**src/rtl/irq_sched.sv**
```systemverilog
// Fixed-priority interrupt scheduler: pending/enable registers and an IDLE/REQ/SERVICE handshake
// with the core. Define IRQ_SCHED_EDGE_EN for edge-triggered pending; default is level mode.
module irq_sched #(
  parameter int unsigned NUM_SRC = 8,
  localparam int unsigned ID_W = $clog2(NUM_SRC)
) (
  input  logic               clk,
  input  logic               rst,
  input  logic [NUM_SRC-1:0] irq_src,
  input  logic               cfg_we,
  input  logic [NUM_SRC-1:0] cfg_wdata,
  output logic [NUM_SRC-1:0] cfg_rdata,
  output logic [NUM_SRC-1:0] pending,
  output logic               interupt,
  output logic [ID_W-1:0]    irq_id,
  input  logic               irq_ack,
  input  logic               irq_done
);

  typedef enum logic [1:0] {StIdle, StReq, StService} state_e;

  state_e               state_q, state_d;
  logic [NUM_SRC-1:0]   src_q, src_d;
  logic [NUM_SRC-1:0]   pending_q, pending_d;
  logic [NUM_SRC-1:0]   enable_q, enable_d;
  logic [ID_W-1:0]      irq_id_q, irq_id_d;
  logic                 interupt_q, interupt_d;
  logic [NUM_SRC-1:0]   cand;
  logic [ID_W-1:0]      win_id;

  assign cand = pending_q & enable_q;

  // Lowest index wins: scan downwards so the last hit is the smallest set bit.
  always_comb begin
    win_id = '0;
    for (int i = int'(NUM_SRC) - 1; i >= 0; i--) begin
      if (cand[i]) win_id = ID_W'(i);
    end
  end

  always_comb begin
    src_d    = irq_src;
    enable_d = cfg_we ? cfg_wdata : enable_q;
  end

`ifdef IRQ_SCHED_EDGE_EN
  logic [NUM_SRC-1:0] set_vec;
  logic [NUM_SRC-1:0] clr_vec;

  // A fresh rising edge on the acknowledged source must not be lost, so set overrides clear.
  always_comb begin
    set_vec = irq_src & ~src_q;
    clr_vec = '0;
    if (state_q == StReq && irq_ack) clr_vec[irq_id_q] = 1'b1;
    pending_d = (pending_q & ~clr_vec) | set_vec;
  end
`else
  // Level mode: pending mirrors the sampled source and is never cleared by acknowledge.
  always_comb begin
    pending_d = src_d;
  end
`endif

  always_comb begin
    state_d  = state_q;
    irq_id_d = irq_id_q;
    unique case (state_q)
      StIdle: begin
        if (|cand) begin
          state_d  = StReq;
          irq_id_d = win_id;
        end
      end
      StReq: begin
        if (irq_ack) begin
          state_d = StService;
        end else if (!enable_q[irq_id_q]) begin
          state_d = StIdle;
        end
      end
      StService: begin
        if (irq_done) state_d = StIdle;
      end
      default: state_d = StIdle;
    endcase
    interupt_d = (state_d == StReq);
  end

  always_ff @(posedge clk) begin
    if (rst) begin
      state_q    <= StIdle;
      src_q      <= '0;
      pending_q  <= '0;
      enable_q   <= '1;
      irq_id_q   <= '0;
      interupt_q <= 1'b0;
    end else begin
      state_q    <= state_d;
      src_q      <= src_d;
      pending_q  <= pending_d;
      enable_q   <= enable_d;
      irq_id_q   <= irq_id_d;
      interupt_q <= interupt_d;
    end
  end

  assign cfg_rdata = enable_q;
  assign pending   = pending_q;
  assign interupt  = interupt_q;
  assign irq_id    = irq_id_q;

endmodule
```
**config.mk**
```make
export PLATFORM = sky130hd
export DESIGN_NAME = irq_sched
export DESIGN_NICKNAME = d
export VERILOG_FILES = /design/src/rtl/irq_sched.sv
export SDC_FILE = /design/constraint.sdc
export NUM_CORES = 1
export LEC_CHECK = 0
export CORE_ASPECT_RATIO = 1.1
export CORE_MARGIN = 2
export CORE_UTILIZATION = 40
export DETAILED_ROUTE_END_ITERATION = 8
export PLACE_DENSITY = 0.78
export SLEW_MARGIN = 20
export SYNTH_ARGS = -nofsm -noshare
export SYNTH_HDL_FRONTEND = slang
export SYNTH_SLANG_ARGS = --single-unit
export TNS_END_PERCENT = 100
```
**constraint.sdc**
```tcl
create_clock -name clk -period 1.65 [get_ports clk]
set_input_delay 0.33 -clock clk [delete_from_list [all_inputs] [get_ports clk]]
set_output_delay 0.33 -clock clk [all_outputs]
set_load 0.01 [all_outputs]
```
==> impl_metrics.csv, run 1 <==
group,metric,value,unit
run_status,status,"finished, final reports clean",
clocking,post_cts.repair.setup_buffers,0,
placement,globalplace.congestion,0.779,
grt,grt_usage,17.8,%
timing,relSlewSlack,73.0,%
timing,finClkSkew,0.00213,ns
drt,drt_wl_total,2100,um
synthesis,synth_most_common_cell,"dfxtp_1",
cells_and_area,nFillCells,171,
setup_path,crit_slowest_cell,"clkdlybuf4s50_1",
flow_run,drv_cap,0,
setup_path,cp_top_family,"buffers and inverters",
floorplan,core_region_area,0.00206,mm2
clocking,cts_buffers,3,
grt,use_met2,32.0,%
synthesis,yosysTopAreaCell,"dfxtp_1",
synthesis,ys_warn_count,0,
placement,dpl.hpwl,1650,um
grt,grt_pass1_vias,846,
setup_path,critPathBufInv,1,
clocking,clockBufferDepth,2,
timing,period_needed,1.60,ns
synthesis,synth_commonest_cells,"dfxtp_1, nor2b_1, a211o_1, nand2_1",
setup_path,crit_path_start_kind,"flip-flop",
synthesis,synth_area_leaders,"dfxtp_1, nor2b_1, a211o_1, nand2_1, a22oi_1",
power_and_ir_drop,p_int,0.902,mW
timing,fin_crit_sh,96.8,%
timing,hold_violations,0,
synthesis,synth_seq_cells,22,
timing,rsz0062_at_grt,"false",
grt,grt_first_pass_wirelength,3610,um
cells_and_area,fin_area,0.00140,mm2
cells_and_area,layout-drive-gt1-share,15.9,%
floorplan,ioPinCount,41,
min_path,hold_depth,2,
synthesis,yosysUniqueCellTypes,27,
drt,drt_iter0_drc,13,
grt,top_usage_layer,"met2",
min_path,hp-class,"flip-flop to flip-flop",
power_and_ir_drop,switching_share,26.0,%
synthesis,postSynth.asyncResetShare,0,%
setup_path,worstPathCellList,"clkdlybuf4s50_1",
synthesis,syn_area_per_cell,10.2,um2
clocking,cts_tree,"done",
timing,tightest_slew,0.395,ns
clocking,cts.sinks,22,
setup_path,r2r_slack,0.37,ns
power_and_ir_drop,leakage,0.517,nW
grt,grt.overflow.total,0,
synthesis,synth_top_area_share,49.2,%
synthesis,synthCells,88,
synthesis,ys_seq_area_share,49.2,%
clocking,clk_latency,0.30,ns
synthesis,netlist_area,896,um2
drt,wl_per_cell,13.1,um
power_and_ir_drop,p_sw,0.317,mW
floorplan,initial_core_util,43.4,%
timing,setup_viol,0,
drt,ant_nets,0,
grt,antenna_found_initial,0,
placement,placed_area,0.00135,mm2
timing,fin_tns_setup,0,ns
setup_path,path_max_fanout,3,
clocking,clkTransAtPathRegs,0.12,ns
setup_path,cp-end-kind,"primary output",
setup_path,max_stage_delay,0.56,ns
setup_path,reg2regPathDepth,3,
timing,slew_viol_final,0,
setup_path,arrival,1.27,ns
cells_and_area,syn_to_final_growth,56.7,%
min_path,hold_start,"state_q[0]",
synthesis,synth_edf_count,0,
drt,vias_per_cell,5.28,
setup_path,r2r_start,"irq_id[0]",
clocking,cts_root_buf,"clkbuf_4",
setup_path,cp.required,1.32,ns
setup_path,path_class,"flip-flop to primary output",
floorplan,rows,17,
setup_path,r2r-end,"state_q[0]",
power_and_ir_drop,powerDensity,868,mW/mm2
synthesis,synthFlopType,"dfxtp_1",
floorplan,fp.dieH,53.6,um
floorplan,die_x,49.1,um
cells_and_area,n_antenna_cell,0,
floorplan,die_area,0.00263,mm2
drt,drtPass1Iterations,4,
grt,met3_usage,3.89,%
grt,grtUsageMet1,21.0,%
cells_and_area,fin_nets,154,
min_path,min_to,"state_q[1]",
power_and_ir_drop,peakVddDrop,0.000657,V
drt,via_count,844,
power_and_ir_drop,seqPwrFrac,52.3,%
timing,max_freq,626,MHz
synthesis,syn-num-nets,109,
placement,io_buffers,40,
drt,drc_errors,0,
power_and_ir_drop,p_clk_share,23.8,%
clocking,htreeDepth,1,
grt,grt_max_degree,18,
power_and_ir_drop,p_comb_share,23.8,%
## final cells by class
cell class                 instances  area (um2)  area share [%]
clock buffer                       4        36.3            2.58
multi-input combinational         63         443            31.6
sequential                        22         454            32.4
tap                               28        35.0            2.50
timing repair buffer              43         435            31.0
## placed cells by master, fill, tap and decap left out, drive strengths merged
master	n
a32oi	1
nand4	1
nor2b	17
o211ai	1
nand3	2
a2111oi	1
nand2	8
o21ai	3
a21boi	1
buf	3
a211oi	1
clkdlybuf4s50	40
a211o	8
nor4b	1
nor3	1
a32o	1
nor2	1
or3b	1
clkbuf	4
o2111ai	1
a22oi	4
mux2i	2
nand2b	1
nand3b	2
a21oi	3
mux4	1
dfxtp	22
## repair_timing
item,in CTS,in global routing
gates resized for setup,5,6
hold buffers,0,0
endpoints found under the setup margin,5,6
## worst register-to-register path: stages (launching register included)
cell,delay (ns)
dfxtp_2,0.39
mux4_2,0.51
o2111ai_2,0.19
o21ai_1,0.08
## power groups by stage
stage	registers, mW	logic [mW]	clock network, mW
6_report	0.638	0.291	0.290
5_1_grt	0.647	0.320	0.328
4_1_cts	0.636	0.293	0.303
3_5_place_dp	0.645	0.292	0
3_3_place_gp	0.643	0.287	0
2_1_floorplan	0.651	0.120	0
## registers in the layout, indices dropped and copies added (netlist names)
name and flops:
irq_id 3, pending 8, state_q 2, cfg_rdata 8, interupt 1
## how the worst max path moves through the flow
stage | startpoint | end | slack, ns | cells after the start
after floorplan | irq_id[0] | interupt | 0.34 | 3
after global placement | rst | interupt | 0.15 | 4
after detailed placement | rst | state_q[0] | 0.14 | 4
after CTS | cfg_rdata[4] | cfg_rdata[4] | 0.01 | 1
after global routing | irq_id[2] | irq_id[2] | 0.006 | 1
final | pending[3] | pending[3] | 0.05 | 1
## per-layer routing
metal	part of all wire (%)	vias to the layer above
met4	0.72	0
met5	0	-
met1	44	401
met2	50	27
li1	-	412
met3	5.3	4
## through the flow
stage          worst slack [ns]  total power, mW  hold slack (ns)  utilization (%)  cells
6_report                 0.0527             1.22            0.542             68.0    160
5_1_grt                 0.00609             1.29            0.560             68.0    160
4_1_cts                  0.0127             1.23            0.550             67.7    160
3_5_place_dp              0.145            0.937            0.533             65.6    156
3_3_place_gp              0.150            0.930            0.523             65.6    156
2_1_floorplan             0.338            0.771            0.402                -     88
## cells by family (layout without fill, tap and decap cells)
kind of cell	after synthesis	after routing	share of synthesized area (%)
and+or+nand+nor	35	35	22.3
AOI/OAI and AO/OA	25	25	22.3
DFF	22	22	49.2
muxes	3	3	4.75
buffers and inverters	3	47	1.40
(Power assumes the default switching activity.)
==> run 2, diff against run 1 <==
--- a/config.mk
+++ b/config.mk
@@ -5,9 +5,11 @@
 export SDC_FILE = /design/constraint.sdc
 export NUM_CORES = 1
 export LEC_CHECK = 0
+export CAP_MARGIN = 0
 export CORE_ASPECT_RATIO = 1.1
 export CORE_MARGIN = 2
 export CORE_UTILIZATION = 40
+export CTS_CLUSTER_DIAMETER = 50
 export DETAILED_ROUTE_END_ITERATION = 8
 export PLACE_DENSITY = 0.78
 export SLEW_MARGIN = 20
==> results of run 2 <==
Same layout as run 1: the final DEF is identical, and so are final timing and power.
==> run 3, diff against run 2 <==
--- a/config.mk
+++ b/config.mk
@@ -6,12 +6,14 @@
 export NUM_CORES = 1
 export LEC_CHECK = 0
 export CAP_MARGIN = 0
+export CELL_PAD_IN_SITES_DETAIL_PLACEMENT = 0
+export CELL_PAD_IN_SITES_GLOBAL_PLACEMENT = 1
 export CORE_ASPECT_RATIO = 1.1
 export CORE_MARGIN = 2
-export CORE_UTILIZATION = 40
+export CORE_UTILIZATION = 29
 export CTS_CLUSTER_DIAMETER = 50
 export DETAILED_ROUTE_END_ITERATION = 8
-export PLACE_DENSITY = 0.78
+export PLACE_DENSITY = 0.77
 export SLEW_MARGIN = 20
 export SYNTH_ARGS = -nofsm -noshare
 export SYNTH_HDL_FRONTEND = slang
==> run 3 against run 2 <==
  * Maximum frequency is 0.58% lower
  * Total power increased by 0.83%
  * Cell count is 4.4% higher
  * Worst hold slack gained 0.0065 ns
  * Combinational power is 3% higher
  * Largest cell class unchanged
==> impl_metrics.csv, run 3 (synthesis gave the netlist of run 1 again) <==
group,metric,value,unit
grt,grt_pass1_vias,891,
placement,globalplace.congestion,0.730,
setup_path,crit_slowest_cell,"clkdlybuf4s50_1",
power_and_ir_drop,p_comb_share,24.3,%
run_status,status,"finished, final reports clean",
timing,hold_violations,0,
floorplan,ioPinCount,41,
placement,dpl.hpwl,1810,um
setup_path,cp_top_family,"buffers and inverters",
power_and_ir_drop,switching_share,26.6,%
clocking,cts_tree,"done",
flow_run,drv_cap,0,
drt,ant_nets,0,
grt,grt_first_pass_wirelength,3970,um
drt,drt_iter0_drc,15,
setup_path,cp.required,1.32,ns
timing,whs,0.549,ns
timing,relSlewSlack,74.4,%
drt,vias_per_cell,5.01,
setup_path,cp-end-kind,"primary output",
floorplan,initial_core_util,29.9,%
timing,fin_tns_setup,0,ns
setup_path,critPathBufInv,1,
grt,grt.overflow.total,0,
clocking,clk_latency,0.31,ns
clocking,cts.sinks,22,
cells_and_area,syn_to_final_growth,57.1,%
floorplan,rows,21,
power_and_ir_drop,seqPwrFrac,51.6,%
clocking,cts_root_buf,"clkbuf_4",
floorplan,core_region_area,0.00300,mm2
floorplan,die_area,0.00355,mm2
cells_and_area,final_common_cell,"clkdlybuf4s50_1",
grt,grt_max_degree,17,
floorplan,fp.dieH,62.3,um
drt,drc_errors,0,
setup_path,r2r-end,"interupt",
placement,io_buffers,40,
min_path,hold_depth,2,
setup_path,reg2regPathDepth,3,
setup_path,worstPathCellList,"clkdlybuf4s50_1",
clocking,clockBufferDepth,2,
timing,period_needed,1.61,ns
cells_and_area,stdcell_count,167,
cells_and_area,n_antenna_cell,0,
power_and_ir_drop,powerDensity,873,mW/mm2
setup_path,path_max_fanout,3,
grt,antenna_found_initial,0,
timing,rsz0062_at_grt,"false",
clocking,post_cts.repair.setup_buffers,0,
grt,grt_usage,14.0,%
power_and_ir_drop,peakVddDrop,0.000495,V
setup_path,max_stage_delay,0.56,ns
timing,tightest_slew,0.374,ns
clocking,clkTransAtPathRegs,0.12,ns
setup_path,arrival,1.28,ns
timing,slew_viol_final,0,
drt,drtPass1Iterations,4,
timing,finClkSkew,0.00302,ns
clocking,htreeDepth,1,
timing,max_freq,622,MHz
setup_path,crit_path_start_kind,"flip-flop",
setup_path,path_class,"flip-flop to primary output",
drt,drt_wl_total,2360,um
power_and_ir_drop,leakage,0.532,nW
power_and_ir_drop,p_int,0.903,mW
power_and_ir_drop,p_sw,0.327,mW
clocking,cts_buffers,3,
placement,dpl.cell_count,163,
cells_and_area,fin_nets,155,
drt,via_count,836,
min_path,min_to,"state_q[1]",
timing,fin_crit_sh,97.4,%
floorplan,die_x,57.0,um
timing,setup_viol,0,
min_path,hp-class,"flip-flop to flip-flop",
power_and_ir_drop,p_clk_share,24.1,%
setup_path,r2r_slack,0.37,ns
min_path,hold_start,"state_q[0]",
cells_and_area,layout-drive-gt1-share,15.8,%
cells_and_area,nFillCells,292,
setup_path,r2r_start,"irq_id[0]",
cells_and_area,final_cell_mix,"clkdlybuf4s50_1, nor2b_1, dfxtp_1, dfxtp_2",
drt,wl_per_cell,14.1,um
[run 3: cell types whose count changed in the layout (fill, tap and decap cells not counted), sizes merged]
cell and delta:
buf +1, clkdlybuf4s50 -1, dlymetal6s2s +1
[run 3: routing by layer]
layer | share of wire [%] | vias up | GRT usage (%)
met5 | 0 | - | 0
met4 | 0.59 | 0 | 5.23
met3 | 6.0 | 2 | 2.92
met2 | 44 | 28 | 21.0
met1 | 49 | 387 | 19.7
li1 | - | 419 | -
[run 3: power groups by stage]
stage	registers (mW)	clock network [mW]	logic, mW
6_report	0.634	0.296	0.299
4_1_cts	0.634	0.308	0.303
2_1_floorplan	0.651	0	0.120
5_1_grt	0.644	0.317	0.325
3_5_place_dp	0.642	0	0.301
3_3_place_gp	0.641	0	0.298
[run 3: cell type report]
type | count | area, um2 | share of cell area (%)
multi-input cells | 63 | 443 | 31.5
repair buffers | 44 | 433 | 30.8
flip-flops and latches | 22 | 453 | 32.2
well taps | 34 | 42.5 | 3.02
clock buffers | 4 | 36.3 | 2.58
[run 3: what timing repair did]
action,4_1_cts,5_1_grt
endpoints found under the setup margin,5,6
hold buffers,0,0
resized for setup,5,6
endpoints found under the hold margin,0,0
[run 3: stage by stage]
stage | cell area, um2 | setup slack (ns) | total power [mW] | utilization (%)
final | 1410 | 0.0433 | 1.23 | 47.0
after global routing | 1410 | 0.00711 | 1.29 | 47.0
after CTS | 1400 | 0.00153 | 1.24 | 46.7
after detailed placement | 1360 | 0.132 | 0.943 | 45.3
after global placement | 1360 | 0.170 | 0.939 | 45.3
after floorplan | 896 | 0.338 | 0.771 | -
[run 3: how the worst max path moves through the flow]
stage | from | endpoint | slack [ns] | depth (start not counted)
after floorplan | irq_id[0] | interupt | 0.34 | 3
after global placement | rst | irq_id[0] | 0.17 | 4
after detailed placement | rst | irq_id[0] | 0.13 | 4
after CTS | cfg_rdata[6] | cfg_rdata[6] | 0.002 | 1
after global routing | pending[3] | pending[3] | 0.007 | 1
final | pending[3] | pending[3] | 0.04 | 1
